<file path="src/rtl/adder_bist.sv">
// adder_bist: exhaustive (a, b) sweep into the adder with sum checking.
// Define ADDER_BIST_FAILCAP_EN to add first-mismatch capture ports.
module adder_bist #(
   parameter int WIDTH  = 6,
   parameter int SETTLE = 2,
   parameter int ERR_W  = 8
) (
   input  logic             clk,
   input  logic             rst,
   input  logic             start,
   input  logic             abort,
   output logic [WIDTH-1:0] dut_a,
   output logic [WIDTH-1:0] dut_b,
   input  logic [WIDTH:0]   dut_sum,
   output logic             busy,
   output logic             done,
   output logic             pass,
`ifdef ADDER_BIST_FAILCAP_EN
   output logic [WIDTH-1:0] fail_a,
   output logic [WIDTH-1:0] fail_b,
   output logic [WIDTH:0]   fail_sum,
`endif
   output logic [ERR_W-1:0] err_count
);

   typedef enum logic [1:0] {
      S_IDLE,
      S_SETTLE,
      S_CHECK,
      S_DONE
   } state_t;

   localparam int         PW          = 2 * WIDTH;
   localparam logic [3:0] SETTLE_LAST = 4'(SETTLE - 1);

   state_t           state_q, state_d;
   logic [3:0]       cnt_q, cnt_d;
   logic [WIDTH-1:0] a_q, a_d;
   logic [WIDTH-1:0] b_q, b_d;
   logic             busy_q, busy_d;
   logic             done_q, done_d;
   logic             pass_q, pass_d;
   logic [ERR_W-1:0] err_q, err_d;

`ifdef ADDER_BIST_FAILCAP_EN
   logic [WIDTH-1:0] fa_q, fa_d;
   logic [WIDTH-1:0] fb_q, fb_d;
   logic [WIDTH:0]   fs_q, fs_d;
`endif

   logic [WIDTH:0]   ref_sum;
   logic             mismatch;
   logic             last_vec;
   logic [ERR_W-1:0] err_inc;

   assign ref_sum  = {1'b0, a_q} + {1'b0, b_q};
   assign mismatch = dut_sum != ref_sum;
   assign last_vec = (&a_q) & (&b_q);
   assign err_inc  = (&err_q) ? err_q : err_q + ERR_W'(1);

   always_comb begin
      state_d = state_q;
      cnt_d   = cnt_q;
      a_d     = a_q;
      b_d     = b_q;
      busy_d  = busy_q;
      done_d  = done_q;
      pass_d  = pass_q;
      err_d   = err_q;
`ifdef ADDER_BIST_FAILCAP_EN
      fa_d    = fa_q;
      fb_d    = fb_q;
      fs_d    = fs_q;
`endif
      unique case (state_q)
         S_IDLE, S_DONE: begin
            if (start) begin
               state_d = S_SETTLE;
               cnt_d   = '0;
               a_d     = '0;
               b_d     = '0;
               busy_d  = 1'b1;
               done_d  = 1'b0;
               pass_d  = 1'b0;
               err_d   = '0;
`ifdef ADDER_BIST_FAILCAP_EN
               fa_d    = '0;
               fb_d    = '0;
               fs_d    = '0;
`endif
            end
         end
         S_SETTLE: begin
            if (abort) begin
               state_d = S_DONE;
               busy_d  = 1'b0;
               done_d  = 1'b1;
               pass_d  = 1'b0;
            end else if (cnt_q == SETTLE_LAST) begin
               state_d = S_CHECK;
               cnt_d   = '0;
            end else begin
               cnt_d = cnt_q + 4'd1;
            end
         end
         S_CHECK: begin
            // an abort discards this cycle's comparison entirely
            if (abort) begin
               state_d = S_DONE;
               busy_d  = 1'b0;
               done_d  = 1'b1;
               pass_d  = 1'b0;
            end else begin
               if (mismatch) begin
                  err_d = err_inc;
`ifdef ADDER_BIST_FAILCAP_EN
                  if (err_q == '0) begin
                     fa_d = a_q;
                     fb_d = b_q;
                     fs_d = dut_sum;
                  end
`endif
               end
               if (last_vec) begin
                  state_d = S_DONE;
                  busy_d  = 1'b0;
                  done_d  = 1'b1;
                  pass_d  = !mismatch && (err_q == '0);
               end else begin
                  {a_d, b_d} = {a_q, b_q} + PW'(1);
                  state_d    = S_SETTLE;
               end
            end
         end
         default: state_d = S_IDLE;
      endcase
   end

   always_ff @(posedge clk) begin
      if (rst) begin
         state_q <= S_IDLE;
         cnt_q   <= '0;
         a_q     <= '0;
         b_q     <= '0;
         busy_q  <= 1'b0;
         done_q  <= 1'b0;
         pass_q  <= 1'b0;
         err_q   <= '0;
`ifdef ADDER_BIST_FAILCAP_EN
         fa_q    <= '0;
         fb_q    <= '0;
         fs_q    <= '0;
`endif
      end else begin
         state_q <= state_d;
         cnt_q   <= cnt_d;
         a_q     <= a_d;
         b_q     <= b_d;
         busy_q  <= busy_d;
         done_q  <= done_d;
         pass_q  <= pass_d;
         err_q   <= err_d;
`ifdef ADDER_BIST_FAILCAP_EN
         fa_q    <= fa_d;
         fb_q    <= fb_d;
         fs_q    <= fs_d;
`endif
      end
   end

   assign dut_a     = a_q;
   assign dut_b     = b_q;
   assign busy      = busy_q;
   assign done      = done_q;
   assign pass      = pass_q;
   assign err_count = err_q;
`ifdef ADDER_BIST_FAILCAP_EN
   assign fail_a    = fa_q;
   assign fail_b    = fb_q;
   assign fail_sum  = fs_q;
`endif

endmodule

</file>
<file path="config.mk">
export PLATFORM = sky130hd
export DESIGN_NAME = adder_bist
export DESIGN_NICKNAME = d
export VERILOG_FILES = /design/src/rtl/adder_bist.sv
export SDC_FILE = /design/constraint.sdc
export NUM_CORES = 1
export LEC_CHECK = 0
export CORE_MARGIN = 2
export CORE_UTILIZATION = 45
export DETAILED_ROUTE_END_ITERATION = 8
export MAX_ROUTING_LAYER = met4
export PLACE_DENSITY = 0.75
export SYNTH_ARGS = -nofsm -noshare
export SYNTH_HDL_FRONTEND = slang
export SYNTH_SLANG_ARGS = --single-unit
</file>
<file path="constraint.sdc">
create_clock -name clk -period 2.2 [get_ports clk]
set_clock_uncertainty 0.1 [all_clocks]
set_input_delay 0.22 -clock clk [delete_from_list [all_inputs] [get_ports clk]]
set_output_delay 0.22 -clock clk [all_outputs]
set_load 0.01 [all_outputs]
</file>
==> summary.txt <==
status: finished, violations left
failing checks: setup timing
largest net degree at the start of global routing: 12
CTS clk-pin slew, worst paths: 0.06 ns
setup violators final: 9
Num CTS Buffers: 5
Iter 0 DRT Violations: 65
n_diodes: 0
WP data required: 2.27 ns
CP Max Fanout: 5
Post-synth ARST share: 0
DRC: 0
worst setup path class: flip-flop to flip-flop
fmax: 0.425 GHz
most common cell after layout, fill and taps aside: clkdlybuf4s50_1
Rows: 23
Tcrit/Tclk final: 1.07
PD cells: 732 nW/um^2
worst-margin pin slew: 0.396 ns
Slowest-stage cell, CP: fa_2
total clock sinks: 29
Worst slew margin: 0.733
Die Wd: 67.7 um
vias: 1807
vias in the first global route: 1610
Netlist cell types: 46
WL per Instance: 13.5 um
Slew Limit Fails: 0
CTS HTree Levels: 2
gr usage total: 0.215
DP Worst Slack: -0.104 ns
total core area: 3940 um^2
EDFF count, synth: 0
Most used DFF post-synth: dfxtp_1
Final Util: 0.667
first-pass GRT wire length: 7080 um
post-synthesis cell area: 1820 um^2
Max stage delay on crit path: 0.37 ns
die height: 67.7 um
CTS max path bufs: 2
die area: 4580 um^2
CP Launch Type: flip-flop
I/O pins: 34
Yosys reg bits: 29
Post-Route WL: 4540 um
hold crit path type: flip-flop to flip-flop
Worst EP arrival: 2.42 ns
crit-path leading delay family: adder cells
Critical Path End Type: flip-flop
Post-Synthesis Cells: 220
maximum vdd drop: 708 uV
final hold vios: 0
Final HPWL DP: 3260 um
Initial Util: 0.462
Via density: 5.38
# hold bufs at CTS: 0
P_leak: 1.01 nW
share of layout cells above drive strength 1: 0.227
CTS tree: built
grt ovf: 0
Clk Latency, worst-skew pair: 0.29 ns
Syn Area/Cell: 8.29 um^2
drt pass-1 iters: 4
Post-DRT Antenna Nets: 0
Syn Nets: 245
Final nets: 310
sequential area share after synthesis: 0.318
Synth-to-Final Area Change: 44.3%
post-route design area: 2630 um^2
RSZ-0062 raised after global routing: yes
crit path time final: 2.35 ns
setup ws final: -0.154 ns
crit path buf inv count: 1
CTS root buf: clkbuf_8
most frequent cells in the layout: clkdlybuf4s50_1 (33), buf_4 (28), dfxtp_1 (27), nor2_1 (24), nand2_1 (24)
initial antenna violation count: 0
IO buf count: 33
crit path cell chain: ha_4 > fa_2 > xnor2_2 > o22ai_2 > a2111oi_2 > and3_4 > buf_6 > nor4_2 > mux2i_1
Yosys warning count: 0
post-place instance area: 2430 um^2
maxcap violations: 0
GP Congestion: 0.843
-- path summary, 6_finish.rpt --
path | startpoint | end | slack (ns) | cells after the start
max | dut_a[0] | err_count[6] | -0.15 | 9
min reg2reg | cnt_q[3] | cnt_q[3] | 0.39 | 2
max reg2reg | dut_a[0] | err_count[6] | -0.15 | 9
min | cnt_q[3] | cnt_q[3] | 0.39 | 2
-- timing repair --
| action | 4_1_cts | 5_1_grt |
|---|---|---|
| gates resized for setup | 7 | 12 |
| pin swaps | 0 | 4 |
| endpoints found under the setup margin | 9 | 9 |
| setup buffers | 0 | 1 |
| gates cloned | 0 | 1 |
-- area by class of cell --
cell class / instances / area (um^2)
Fill cell: 341 / 1310
Multi-Input combinational cell: 178 / 1290
Sequential cell: 29 / 586
Timing Repair Buffer: 63 / 563
Clock buffer: 7 / 96.3
Tap cell: 50 / 62.6
Inverter: 8 / 30.0
Clock inverter: 1 / 5.00
-- routing by layer --
layer,vias up,GRT usage,part of all wire
met4,0,0.0765,0.014
met1,851,0.264,0.46
met2,39,0.344,0.48
met5,-,-,0
li1,911,-,-
met3,6,0.0500,0.043
-- Yosys cell counts (2+ instances only) --
cell type | instances | area [um^2]
nand3_1 | 12 | 60.1
o211ai_1 | 2 | 15.0
ha_1 | 13 | 163
and4_1 | 2 | 17.5
nor3b_1 | 2 | 15.0
inv_1 | 8 | 30.0
nand3b_1 | 3 | 22.5
nor2b_1 | 2 | 12.5
nand2b_1 | 3 | 18.8
a21oi_1 | 15 | 75.1
o21ai_0 | 7 | 35.0
nand4_1 | 5 | 31.3
nand2_1 | 25 | 93.8
mux2i_1 | 9 | 90.1
nor4_1 | 3 | 18.8
nor3_1 | 2 | 10.0
dfxtp_1 | 29 | 581
or3_1 | 6 | 37.5
xor2_1 | 9 | 78.8
xnor2_1 | 8 | 70.1
clkbuf_1 | 3 | 11.3
nor2_1 | 25 | 93.8
and3_1 | 4 | 25.0
-- tightest hold or removal path, stage by stage (launching register included) --
cell	delay, ns
dfxtp_1	0.32
o21ai_0	0.07
a21oi_1	0.06
-- logic make-up (layout without fill, tap and decap cells) --
kind of cell,Yosys count,after routing,synth area share
mux,10,10,0.0556
simple gates,102,102,0.288
flops,29,29,0.318
buf+inv,13,79,0.0295
xor+xnor,17,17,0.0817
compound gates,35,35,0.126
fa+ha+maj,14,14,0.100
-- flip-flops by register name (all words and copies together), names as in the netlist --
signal     cells
cnt_q          4
pass           1
dut_b          6
state_q        2
done           1
dut_a          6
err_count      8
busy           1
-- stage by stage --
| stage | hold slack [ns] | total power, mW | TNS (ns) | instances |
|---|---|---|---|---|
| detailed placement | 0.384 | 1.41 | -0.798 | 326 |
| finish | 0.389 | 1.92 | -1.15 | 336 |
| global placement | 0.373 | 1.39 | -1.13 | 326 |
| floorplan | 0.329 | 1.09 | -0.0205 | 220 |
| CTS | 0.392 | 1.92 | -0.644 | 334 |
| global route | 0.426 | 2.04 | -2.23 | 336 |
-- where the power goes --
part / internal [mW] / total (mW) / switching (mW)
clock network: 0.282 / 0.497 / 0.214
logic: 0.402 / 0.833 / 0.432
registers: 0.564 / 0.594 / 0.0304
Power figures use the tool's default switching activity.
